==> config.mk <==
export PLATFORM = sky130hd
export DESIGN_NAME = frame_pattern_gen_flat
export DESIGN_NICKNAME = d
export VERILOG_FILES = /design/src/rtl/frame_pattern_gen_if.sv /design/src/rtl/frame_pattern_gen.sv /design/src/flat_wrapper.sv
export SDC_FILE = /design/constraint.sdc
export NUM_CORES = 1
export LEC_CHECK = 0
export CAP_MARGIN = 30
export CELL_PAD_IN_SITES_DETAIL_PLACEMENT = 1
export CELL_PAD_IN_SITES_GLOBAL_PLACEMENT = 1
export CORE_MARGIN = 2
export CORE_UTILIZATION = 42
export DETAILED_ROUTE_END_ITERATION = 12
export PLACE_DENSITY_LB_ADDON = 0.1
export SLEW_MARGIN = 0
export SYNTH_ARGS = -nofsm -noshare
export SYNTH_HDL_FRONTEND = slang
export SYNTH_SLANG_ARGS = --single-unit
==> constraint.sdc <==
create_clock -name clk -period 4.3 [get_ports clk]
set_clock_uncertainty 0.1 [all_clocks]
set_input_delay 1.29 -clock clk [delete_from_list [all_inputs] [get_ports clk]]
set_output_delay 1.29 -clock clk [all_outputs]
set_load 0.01 [all_outputs]
==> src/rtl/frame_pattern_gen_if.sv <==
// Timing inputs, pattern select and the re-aligned pattern stream of frame_pattern_gen.
// The master drives timing and pattern_sel; the slave (generator) drives the stream and flags.
interface frame_pattern_gen_if #(
   parameter int PIXEL_WIDTH = 8
);
   logic                   fval_in;
   logic                   lval_in;
   logic                   dval_in;
   logic [2:0]             pattern_sel;
   logic                   fval_out;
   logic                   lval_out;
   logic                   dval_out;
   logic [PIXEL_WIDTH-1:0] pixel_out;
   logic [15:0]            col_idx;
   logic [15:0]            row_idx;
   logic [15:0]            frame_cnt;
   logic                   err_short_line;
   logic                   err_long_line;
   logic                   err_row_count;

   modport master (
      output fval_in, lval_in, dval_in, pattern_sel,
      input  fval_out, lval_out, dval_out, pixel_out, col_idx, row_idx, frame_cnt,
             err_short_line, err_long_line, err_row_count
   );

   modport slave (
      input  fval_in, lval_in, dval_in, pattern_sel,
      output fval_out, lval_out, dval_out, pixel_out, col_idx, row_idx, frame_cnt,
             err_short_line, err_long_line, err_row_count
   );
endinterface

==> src/rtl/frame_pattern_gen.sv <==
// Test-pattern pixel generator driven by fval/lval/dval timing, with one cycle of latency,
// column/row/frame tracking and line-length / row-count error pulses.
module frame_pattern_gen #(
   parameter int PIXEL_WIDTH = 8,
   parameter int DVAL_HIGH   = 640,
   parameter int ROW_COUNT   = 480,
   parameter int CHK_LOG2    = 5
) (
   input logic              clk,
   input logic              rst,
   frame_pattern_gen_if.slave bus
);
   localparam int          BAR_W    = DVAL_HIGH / 8;
   localparam logic [15:0] BAR_LAST = 16'(BAR_W - 1);
   localparam logic [15:0] DVAL_LIM = 16'(DVAL_HIGH);
   localparam logic [15:0] ROW_LIM  = 16'(ROW_COUNT);

   typedef enum logic [1:0] {IDLE, WAIT_FRAME, ACTIVE} state_t;

   state_t                 state;
   logic                   fval_q, lval_q;
   logic [15:0]            x, row, bar_cnt;
   logic [2:0]             bar_idx, active_pat;

   logic                   fval_rise, fval_fall, lval_rise, lval_fall;
   logic                   frame_start, active, gdval, gd, line_end, frame_end;
   logic [15:0]            x_cur, x_next, row_cur, row_end, bar_cnt_cur, bar_cnt_next;
   logic [2:0]             bar_cur, bar_next, pat_cur;
   logic [PIXEL_WIDTH-1:0] pix;

   // Values at line/frame start are forced to their start values combinationally so
   // a pixel arriving on the same cycle as the lval/fval rise sees x=0 / row=0.
   always_comb begin
      fval_rise   = bus.fval_in & ~fval_q;
      fval_fall   = ~bus.fval_in & fval_q;
      lval_rise   = bus.lval_in & ~lval_q;
      lval_fall   = ~bus.lval_in & lval_q;
      frame_start = (state == WAIT_FRAME) && fval_rise;
      active      = (state == ACTIVE) || frame_start;
      gdval       = bus.dval_in & bus.lval_in & bus.fval_in;
      gd          = active & gdval;
      line_end    = active & lval_fall;
      frame_end   = (state == ACTIVE) && fval_fall;

      x_cur       = (active && lval_rise) ? '0 : x;
      bar_cur     = (active && lval_rise) ? '0 : bar_idx;
      bar_cnt_cur = (active && lval_rise) ? '0 : bar_cnt;
      row_cur     = frame_start ? '0 : row;
      pat_cur     = frame_start ? bus.pattern_sel : active_pat;

      x_next       = x_cur;
      bar_next     = bar_cur;
      bar_cnt_next = bar_cnt_cur;
      if (gd) begin
         if (x_cur != 16'hFFFF) x_next = x_cur + 16'd1;
         if (bar_cnt_cur == BAR_LAST) begin
            bar_cnt_next = '0;
            if (bar_cur != 3'd7) bar_next = bar_cur + 3'd1;
         end else begin
            bar_cnt_next = bar_cnt_cur + 16'd1;
         end
      end

      row_end = row_cur;
      if (line_end && x_cur != '0 && row_cur != 16'hFFFF) row_end = row_cur + 16'd1;

      case (pat_cur)
         3'd0:    pix = PIXEL_WIDTH'(x_cur);
         3'd1:    pix = PIXEL_WIDTH'(row_cur);
         3'd2:    pix = PIXEL_WIDTH'(bar_cur) << (PIXEL_WIDTH - 3);
         3'd3:    pix = (x_cur[CHK_LOG2] ^ row_cur[CHK_LOG2]) ? '1 : '0;
         3'd4:    pix = PIXEL_WIDTH'(bus.frame_cnt);
         3'd5:    pix = PIXEL_WIDTH'(x_cur + row_cur);
         default: pix = '1;
      endcase
   end

   always_ff @(posedge clk) begin
      if (rst) begin
         state              <= IDLE;
         fval_q             <= 1'b0;
         lval_q             <= 1'b0;
         x                  <= '0;
         row                <= '0;
         bar_cnt            <= '0;
         bar_idx            <= '0;
         active_pat         <= '0;
         bus.fval_out       <= 1'b0;
         bus.lval_out       <= 1'b0;
         bus.dval_out       <= 1'b0;
         bus.pixel_out      <= '0;
         bus.col_idx        <= '0;
         bus.row_idx        <= '0;
         bus.frame_cnt      <= '0;
         bus.err_short_line <= 1'b0;
         bus.err_long_line  <= 1'b0;
         bus.err_row_count  <= 1'b0;
      end else begin
         fval_q             <= bus.fval_in;
         lval_q             <= bus.lval_in;
         bus.err_short_line <= 1'b0;
         bus.err_long_line  <= 1'b0;
         bus.err_row_count  <= 1'b0;

         case (state)
            IDLE:       if (!bus.fval_in) state <= WAIT_FRAME;
            WAIT_FRAME: if (fval_rise) state <= ACTIVE;
            ACTIVE:     if (fval_fall) state <= WAIT_FRAME;
            default:    state <= IDLE;
         endcase

         if (active) begin
            x          <= x_next;
            bar_idx    <= bar_next;
            bar_cnt    <= bar_cnt_next;
            row        <= row_end;
            active_pat <= pat_cur;
         end

         if (line_end) begin
            bus.err_short_line <= (x_cur < DVAL_LIM);
            bus.err_long_line  <= (x_cur > DVAL_LIM);
         end

         if (frame_end) begin
            bus.frame_cnt     <= bus.frame_cnt + 16'd1;
            bus.err_row_count <= (row_end != ROW_LIM);
         end

         bus.fval_out  <= active & bus.fval_in;
         bus.lval_out  <= active & bus.lval_in;
         bus.dval_out  <= gd;
         bus.pixel_out <= gd ? pix : '0;
         bus.col_idx   <= active ? x_cur : '0;
         bus.row_idx   <= active ? row_cur : '0;
      end
   end
endmodule
==> src/flat_wrapper.sv <==
// flat-port wrapper written by rule: the top's interface ports become plain ports
module frame_pattern_gen_flat 
#(
   parameter int PIXEL_WIDTH = 8,
   parameter int DVAL_HIGH   = 640,
   parameter int ROW_COUNT   = 480,
   parameter int CHK_LOG2    = 5
)
  (clk, rst, bus_fval_in, bus_lval_in, bus_dval_in, bus_pattern_sel, bus_fval_out, bus_lval_out, bus_dval_out, bus_pixel_out, bus_col_idx, bus_row_idx, bus_frame_cnt, bus_err_short_line, bus_err_long_line, bus_err_row_count);
  frame_pattern_gen_if #(.PIXEL_WIDTH(PIXEL_WIDTH)) bus_i ();
  input logic clk;
  input logic rst;
  input wire logic [$bits(bus_i.fval_in)-1:0] bus_fval_in;
  input wire logic [$bits(bus_i.lval_in)-1:0] bus_lval_in;
  input wire logic [$bits(bus_i.dval_in)-1:0] bus_dval_in;
  input wire logic [$bits(bus_i.pattern_sel)-1:0] bus_pattern_sel;
  output wire logic [$bits(bus_i.fval_out)-1:0] bus_fval_out;
  output wire logic [$bits(bus_i.lval_out)-1:0] bus_lval_out;
  output wire logic [$bits(bus_i.dval_out)-1:0] bus_dval_out;
  output wire logic [$bits(bus_i.pixel_out)-1:0] bus_pixel_out;
  output wire logic [$bits(bus_i.col_idx)-1:0] bus_col_idx;
  output wire logic [$bits(bus_i.row_idx)-1:0] bus_row_idx;
  output wire logic [$bits(bus_i.frame_cnt)-1:0] bus_frame_cnt;
  output wire logic [$bits(bus_i.err_short_line)-1:0] bus_err_short_line;
  output wire logic [$bits(bus_i.err_long_line)-1:0] bus_err_long_line;
  output wire logic [$bits(bus_i.err_row_count)-1:0] bus_err_row_count;
  assign bus_i.fval_in = bus_fval_in;
  assign bus_i.lval_in = bus_lval_in;
  assign bus_i.dval_in = bus_dval_in;
  assign bus_i.pattern_sel = bus_pattern_sel;
  assign bus_fval_out = bus_i.fval_out;
  assign bus_lval_out = bus_i.lval_out;
  assign bus_dval_out = bus_i.dval_out;
  assign bus_pixel_out = bus_i.pixel_out;
  assign bus_col_idx = bus_i.col_idx;
  assign bus_row_idx = bus_i.row_idx;
  assign bus_frame_cnt = bus_i.frame_cnt;
  assign bus_err_short_line = bus_i.err_short_line;
  assign bus_err_long_line = bus_i.err_long_line;
  assign bus_err_row_count = bus_i.err_row_count;
  frame_pattern_gen #(.PIXEL_WIDTH(PIXEL_WIDTH), .DVAL_HIGH(DVAL_HIGH), .ROW_COUNT(ROW_COUNT), .CHK_LOG2(CHK_LOG2)) u_core (.clk(clk), .rst(rst), .bus(bus_i));
endmodule
### Word level (Yosys, flattened, before mapping)

Cells that the tools add are included.

* flip-flop bits (word level): 120
* input bits: 8
* output and inout port bits: 62
* word-level logic and storage cells: 93

* add/subtract/negate cells: 6
* magnitude comparators: 2
* equal/unequal tests: 15
* mux-type cells: 19
* bitwise logic cells: 19
* reductions and logical operators: 14

Operator list (count)
* 2-to-1 mux 16 bit: 8
* adder 16 x 1 -> 16 bit, second input constant: 4
* one-hot mux 8 bit (6 select lines): 1
* != test 16 bit, second input constant: 2
* == test 16 x 7 -> 1 bit, second input constant: 1
* greater-than comparator 16 x 10 -> 1 bit, second input constant: 1
* < comparator 16 x 10 -> 1 bit, second input constant: 1
* != test 16 x 9 -> 1 bit, second input constant: 1
* nonzero test 16 bit: 1
* 2-to-1 mux 3 bit: 5
* AND 1 bit: 10
* adder 8 bit: 1
* 2-to-1 mux 8 bit: 1
* NOT 1 bit: 8
* OR reduction 2 bit: 4
* == test 3 x 2 -> 1 bit, second input constant: 2
* == test 3 bit, second input constant: 2
* 2-to-1 mux 2 bit: 3
* one-hot mux 2 bit (3 select lines): 1
* logical AND 1 bit: 5
* != test 2 x 1 -> 1 bit, second input constant: 2
* adder 3 x 1 -> 3 bit, second input constant: 1
* == test 3 x 1 -> 1 bit, second input constant: 1
* logical NOT 3 bit: 1
* 8 further kinds: 8

### Longest topological paths before layout

* depth in word-level cells: 11
* gate-level depth with buffers: 14
* mapped depth without buffers: 11

### Least setup slack after synthesis

OpenSTA, ideal clock, no wires.

* path kind: input to register
* start point: in bus_fval_in
* end point: reg u_core.bar_idx[1]
* library setup time: 128 ps
* arrival: 3836 ps
* data required time: 4072 ps
* path slack: 236 ps
* stages on the path: 14
* buffers on the path: 3
* cell sequence: and4bb_2 buf_6 o21ai_4 buf_2 buf_1 and2_1 ha_1 inv_1 a211oi_2 nand4_2 nor3_4 nand2_1 mux2i_1 nor2_1

* word-level cells in the longest chain between the ends: 9
* elaborated cells between the ends (all ways): 14
* those cells by class: add/sub (1); eq/ne (2); mux (5); bitwise (3); reduce/logical (3)

RTL lines
* start, declared: line flat_wrapper.sv:13 `input wire logic [$bits(bus_i.fval_in)-1:0] bus_fval_in;`
* AND 1 bit: line frame_pattern_gen.sv:34 `fval_rise = bus.fval_in & ~fval_q;`
* logical AND 1 bit: line frame_pattern_gen.sv:38 `frame_start = (state == WAIT_FRAME) && fval_rise;`
* logical OR 1 bit: line frame_pattern_gen.sv:39 `active = (state == ACTIVE) || frame_start;`
* logical AND 1 bit: line frame_pattern_gen.sv:46, frame_pattern_gen.sv:47
* 2-to-1 mux 3 bit: line frame_pattern_gen.sv:46 `bar_cur = (active && lval_rise) ? '0 : bar_idx;`
* adder 3 x 1 -> 3 bit or != test 3 bit (tied branches): line frame_pattern_gen.sv:58 `if (bar_cur != 3'd7) bar_next = bar_cur + 3'd1;`
* 2-to-1 mux 3 bit: line frame_pattern_gen.sv:58
* 2-to-1 mux 3 bit: line frame_pattern_gen.sv:56 `if (bar_cnt_cur == BAR_LAST) begin`
* 2-to-1 mux 3 bit: line frame_pattern_gen.sv:54 `if (gd) begin`
* end signal, assigned: line frame_pattern_gen.sv:114 `bar_idx <= bar_next;`
* end, declared: line frame_pattern_gen.sv:23 `logic [2:0] bar_idx, active_pat;`

Parallel ways exist; a longest one is shown, timed or not.
A chain may end at the register's enable or synchronous reset.

### Worst setup path in the final report

* start point: in bus_fval_in
* end point: reg u_core.x[2]

* word-level cells in the longest chain between the ends: 8
* elaborated cells between the ends (all ways): 11
* those cells by class: add/sub (1); eq/ne (1); mux (3); bitwise (3); reduce/logical (3)

RTL lines
* AND 1 bit: line frame_pattern_gen.sv:34
* logical AND 1 bit: line frame_pattern_gen.sv:38
* logical OR 1 bit: line frame_pattern_gen.sv:39
* logical AND 1 bit: line frame_pattern_gen.sv:45 `x_cur = (active && lval_rise) ? '0 : x;`
* 2-to-1 mux 16 bit: line frame_pattern_gen.sv:45
* adder 16 x 1 -> 16 bit or != test 16 bit (tied branches): line frame_pattern_gen.sv:55 `if (x_cur != 16'hFFFF) x_next = x_cur + 16'd1;`
* 2-to-1 mux 16 bit: line frame_pattern_gen.sv:55
* 2-to-1 mux 16 bit: line frame_pattern_gen.sv:54
* end signal, assigned: line frame_pattern_gen.sv:113 `x <= x_next;`
* end, declared: line frame_pattern_gen.sv:22 `logic [15:0] x, row, bar_cnt;`

Parallel ways exist; a longest one is shown, timed or not.

==> run_results.csv <==
group,metric,value,unit
synthesis,synth_area_leaders,"dfxtp_1 (41%), nor2_1 (6.1%), xor2_1 (4.4%)",
placed_design,port_buffers,69,
synthesis,yosys.area.top_type,"dfxtp_1",
clocking,clock_latency,0.43,ns
power_and_ir_drop,ir_worst_vdd,270,uV
power_and_ir_drop,power.total,2.62,mW
critical_path,crit_path_max_fanout,17,
drt,top_layer_used,"met4",
clocking,cts_tree,"built",
sta,finalHoldViolCount,0,
synthesis,synthArstFlopShare,0,
clocking,htreeDepth,4,
drt,met1Wirelength,8120,um
drt,drtIter0Drc,343,
die,die-area,0.0150,mm^2
drt,route.met2.wl,9750,um
die,die_x,123,um
global_route,grt_pass1_vias,5880,
critical_path,end_kind,"flop",
critical_path,crit_path_end,"u_core.x[2]$_SDFFE_PP0P_",
critical_path,cp_slowest_cell,"o31ai_1",
drt,routed_wl,18800,um
global_route,track_usage,0.264,
critical_path,cp.depth,10,
drt,via_per_inst,5.72,
sta,timing.final.crit_share,0.926,
power_and_ir_drop,p_per_area,350,mW/mm^2
sta,drv_slew,0,
run,cap_viol_max_count,0,
sta,fmax,251,MHz
clocking,clockRootBuffer,"clkbuf_16",
synthesis,syn_nets,718,
drt,firstDrtPassIters,5,
sta,maxSlewHeadroom,0.553,
synthesis,avgSynthCellArea,8.41,um^2
critical_path,timing.rr.start,"u_core.state[0]$_SDFFE_PP0P_",
synthesis,ys_ff_latch,120,
synthesis,synth_cells,703,
clocking,numCtsBuffers,17,
placed_design,place.gp.congestion,0.953,
placed_design,placed_area,0.00691,mm^2
critical_path,path_buf_inv,3,
synthesis,synth_ff_type,"dfxtp_1",
drt,wl_met3,631,um
sta,worst_slew_pin_slew,0.671,ns
die,io_pins,70,
critical_path,crit_start,"bus_fval_in",
clocking,cts_buffer_depth,2,
drt,drc,0,
power_and_ir_drop,leakagePower,2.71,nW
drt,ant_nets,0,
synthesis,synth_warnings,0,
critical_path,crit_arrival,4.17,ns
synthesis,yosysTopAreaCellShare,0.406,
finish,antenna_cells,0,
synthesis,yosysMostFrequentCell,"dfxtp_1",
placed_design,hpwl,13300,um
critical_path,path_cells,"clkdlybuf4s50_1 > nand4bb_1 > buf_4 > a21boi_2 > buf_4 > or3_1 > o31ai_1 > a21oi_1 > xnor2_1 > nor2_1",
global_route,grt_max_degree,26,
run_status,status,"completed",
synthesis,synth-edff-count,0,
finish,layout.nets,802,
sta,grt_setup_unrepaired,"false",
finish,fin_area,0.00749,mm^2
critical_path,r2r-end,"u_core.x[2]$_SDFFE_PP0P_",
critical_path,rrSetupSlack,1.20,ns
sta,period_minus_slack,3.98,ns
critical_path,path_delay_family,"buffers and inverters",
die,die_h,123,um
clocking,path_clk_slew,0.06,ns
synthesis,synth_commonest_cells,"dfxtp_1 (120), nor2_1 (96), nand2_1 (66)",
critical_path,r2r_cells,8,
die,rows,43,
finish,drive_gt1_frac,0.114,
global_route,antenna_found_initial,0,
synthesis,yosysSeqAreaShare,0.406,
critical_path,crit_required,4.48,ns
critical_path,critPathLaunchType,"input port",
die,core,0.0138,mm^2
finish,syn_to_final_growth,26.7,%
critical_path,path_common_cell,"buf_4",
clocking,cts.sinks,120,
critical_path,crit_type,"in -> reg",
critical_path,crit_path_max_incr_delay,0.62,ns
synthesis,synth_cell_type_count,75,
die,start_util,0.428,
sta,setup_viol_count_final,0,
clocking,hold_buffers,0,
hold_path,hp-class,"reg -> reg",
global_route,grt-ovfl-total,0,
drt,vias,5595,
synthesis,synth_area,0.00591,mm^2
drt,wl_per_cell,19.2,um
global_route,grt_pass1_wl,30400,um
-- metrics by stage --
| step | setup slack, ns | hold slack [ns] | cells | TNS, ns | util |
|---|---|---|---|---|---|
| after global placement | 0.0376 | 0.384 | 948 | 0 | 0.500 |
| after floorplan | 0.236 | 0.354 | 703 | 0 | - |
| final | 0.317 | 0.409 | 979 | 0 | 0.542 |
| after CTS | 0.338 | 0.414 | 979 | 0 | 0.542 |
| after detailed placement | -0.0867 | 0.406 | 948 | -0.0867 | 0.500 |
| after global routing | 0.0657 | 0.441 | 979 | 0 | 0.542 |
-- cell usage in the layout (no fill, tap or decap), drive strengths merged, types with 23 or more instances in the layout --
cell,instances
a21oi,36
and3,27
buf,35
clkdlybuf4s50,68
dfxtp,120
nand2,67
nand3,31
nor2,97
nor3,23
o21ai,26
xnor2,27
xor2,30
-- area by class of cell --
type	count	area (um^2)
clock buffers	17	425
clock inverters	14	154
fillers	1630	6340
inverters	19	71.3
multi-input cells	526	3270
flip-flops and latches	120	2400
well taps	180	225
repair buffers	103	941
-- logic make-up (layout without fill, tap and decap cells) --
logic type	after synthesis	after routing	synth area share
AND/OR/NAND/NOR	331	331	0.294
flip-flops	120	120	0.406
AO/OA/AOI/OAI	118	118	0.137
XOR/XNOR	57	57	0.0844
buffers and inverters	57	153	0.0404
multiplexers	13	13	0.0226
adder cells (fa/ha/maj)	7	7	0.0148
-- sequential cells by signal (all words and copies together) (netlist names), 2 cells and up --
name	count
u_core.bar_cnt	16
u_core.x	16
u_core.bus.row_idx	16
u_core.row	16
u_core.bus.col_idx	16
u_core.state	2
u_core.bus.frame_cnt	16
u_core.active_pat	3
u_core.bus.pixel_out	8
u_core.bar_idx	3
-- worst reg2reg max path: cells and delay by family, from the launching register on --
kind / cells / cell delay (ns)
and+or+nand+nor: 3 / 1.03
AOI/OAI and AO/OA: 3 / 0.99
buffers and inverters: 1 / 0.21
DFF: 1 / 0.43
xor gates and xnor gates: 1 / 0.19
-- metal layers --
metal / vias to the layer above / global-route usage
met5: - / 0
met4: 0 / 0.0984
li1: 2655 / -
met1: 2797 / 0.324
met3: 26 / 0.0446
met2: 117 / 0.461
-- where the power goes --
| group | internal (mW) | total (mW) | leakage [nW] | switching, mW |
|---|---|---|---|---|
| Sequential | 1.12 | 1.12 | 0.967 | 0.00486 |
| Combinational | 0.0336 | 0.104 | 1.47 | 0.0703 |
| Clock | 0.850 | 1.40 | 0.264 | 0.548 |
| Total | 2.00 | 2.62 | 2.71 | 0.623 |
-- worst min path at each step --
stage	from	end	slack (ns)	cells past startpoint
6_report	u_core.bar_cnt[7]$_SDFFE_PP0P_	u_core.bar_cnt[7]$_SDFFE_PP0P_	0.41	2
5_1_grt	u_core.row[12]$_SDFFE_PP0P_	u_core.bus.row_idx[12]$_SDFF_PP0_	0.44	1
4_1_cts	u_core.row[12]$_SDFFE_PP0P_	u_core.bus.row_idx[12]$_SDFF_PP0_	0.41	1
3_5_place_dp	u_core.bar_cnt[7]$_SDFFE_PP0P_	u_core.bar_cnt[7]$_SDFFE_PP0P_	0.41	2
3_3_place_gp	u_core.bus.frame_cnt[11]$_SDFFE_PP0P_	u_core.bus.frame_cnt[11]$_SDFFE_PP0P_	0.38	2
2_1_floorplan	u_core.bar_idx[2]$_SDFFE_PP0P_	u_core.bar_idx[2]$_SDFFE_PP0P_	0.35	2
-- timing repair --
item | in CTS | in global routing
endpoints found under the setup margin | 0 | 1
buffers inserted | 0 | 0
resized for setup | 0 | 1
endpoints found under the hold margin | 0 | 0
Note: power is estimated with default switching activity, not from simulation.
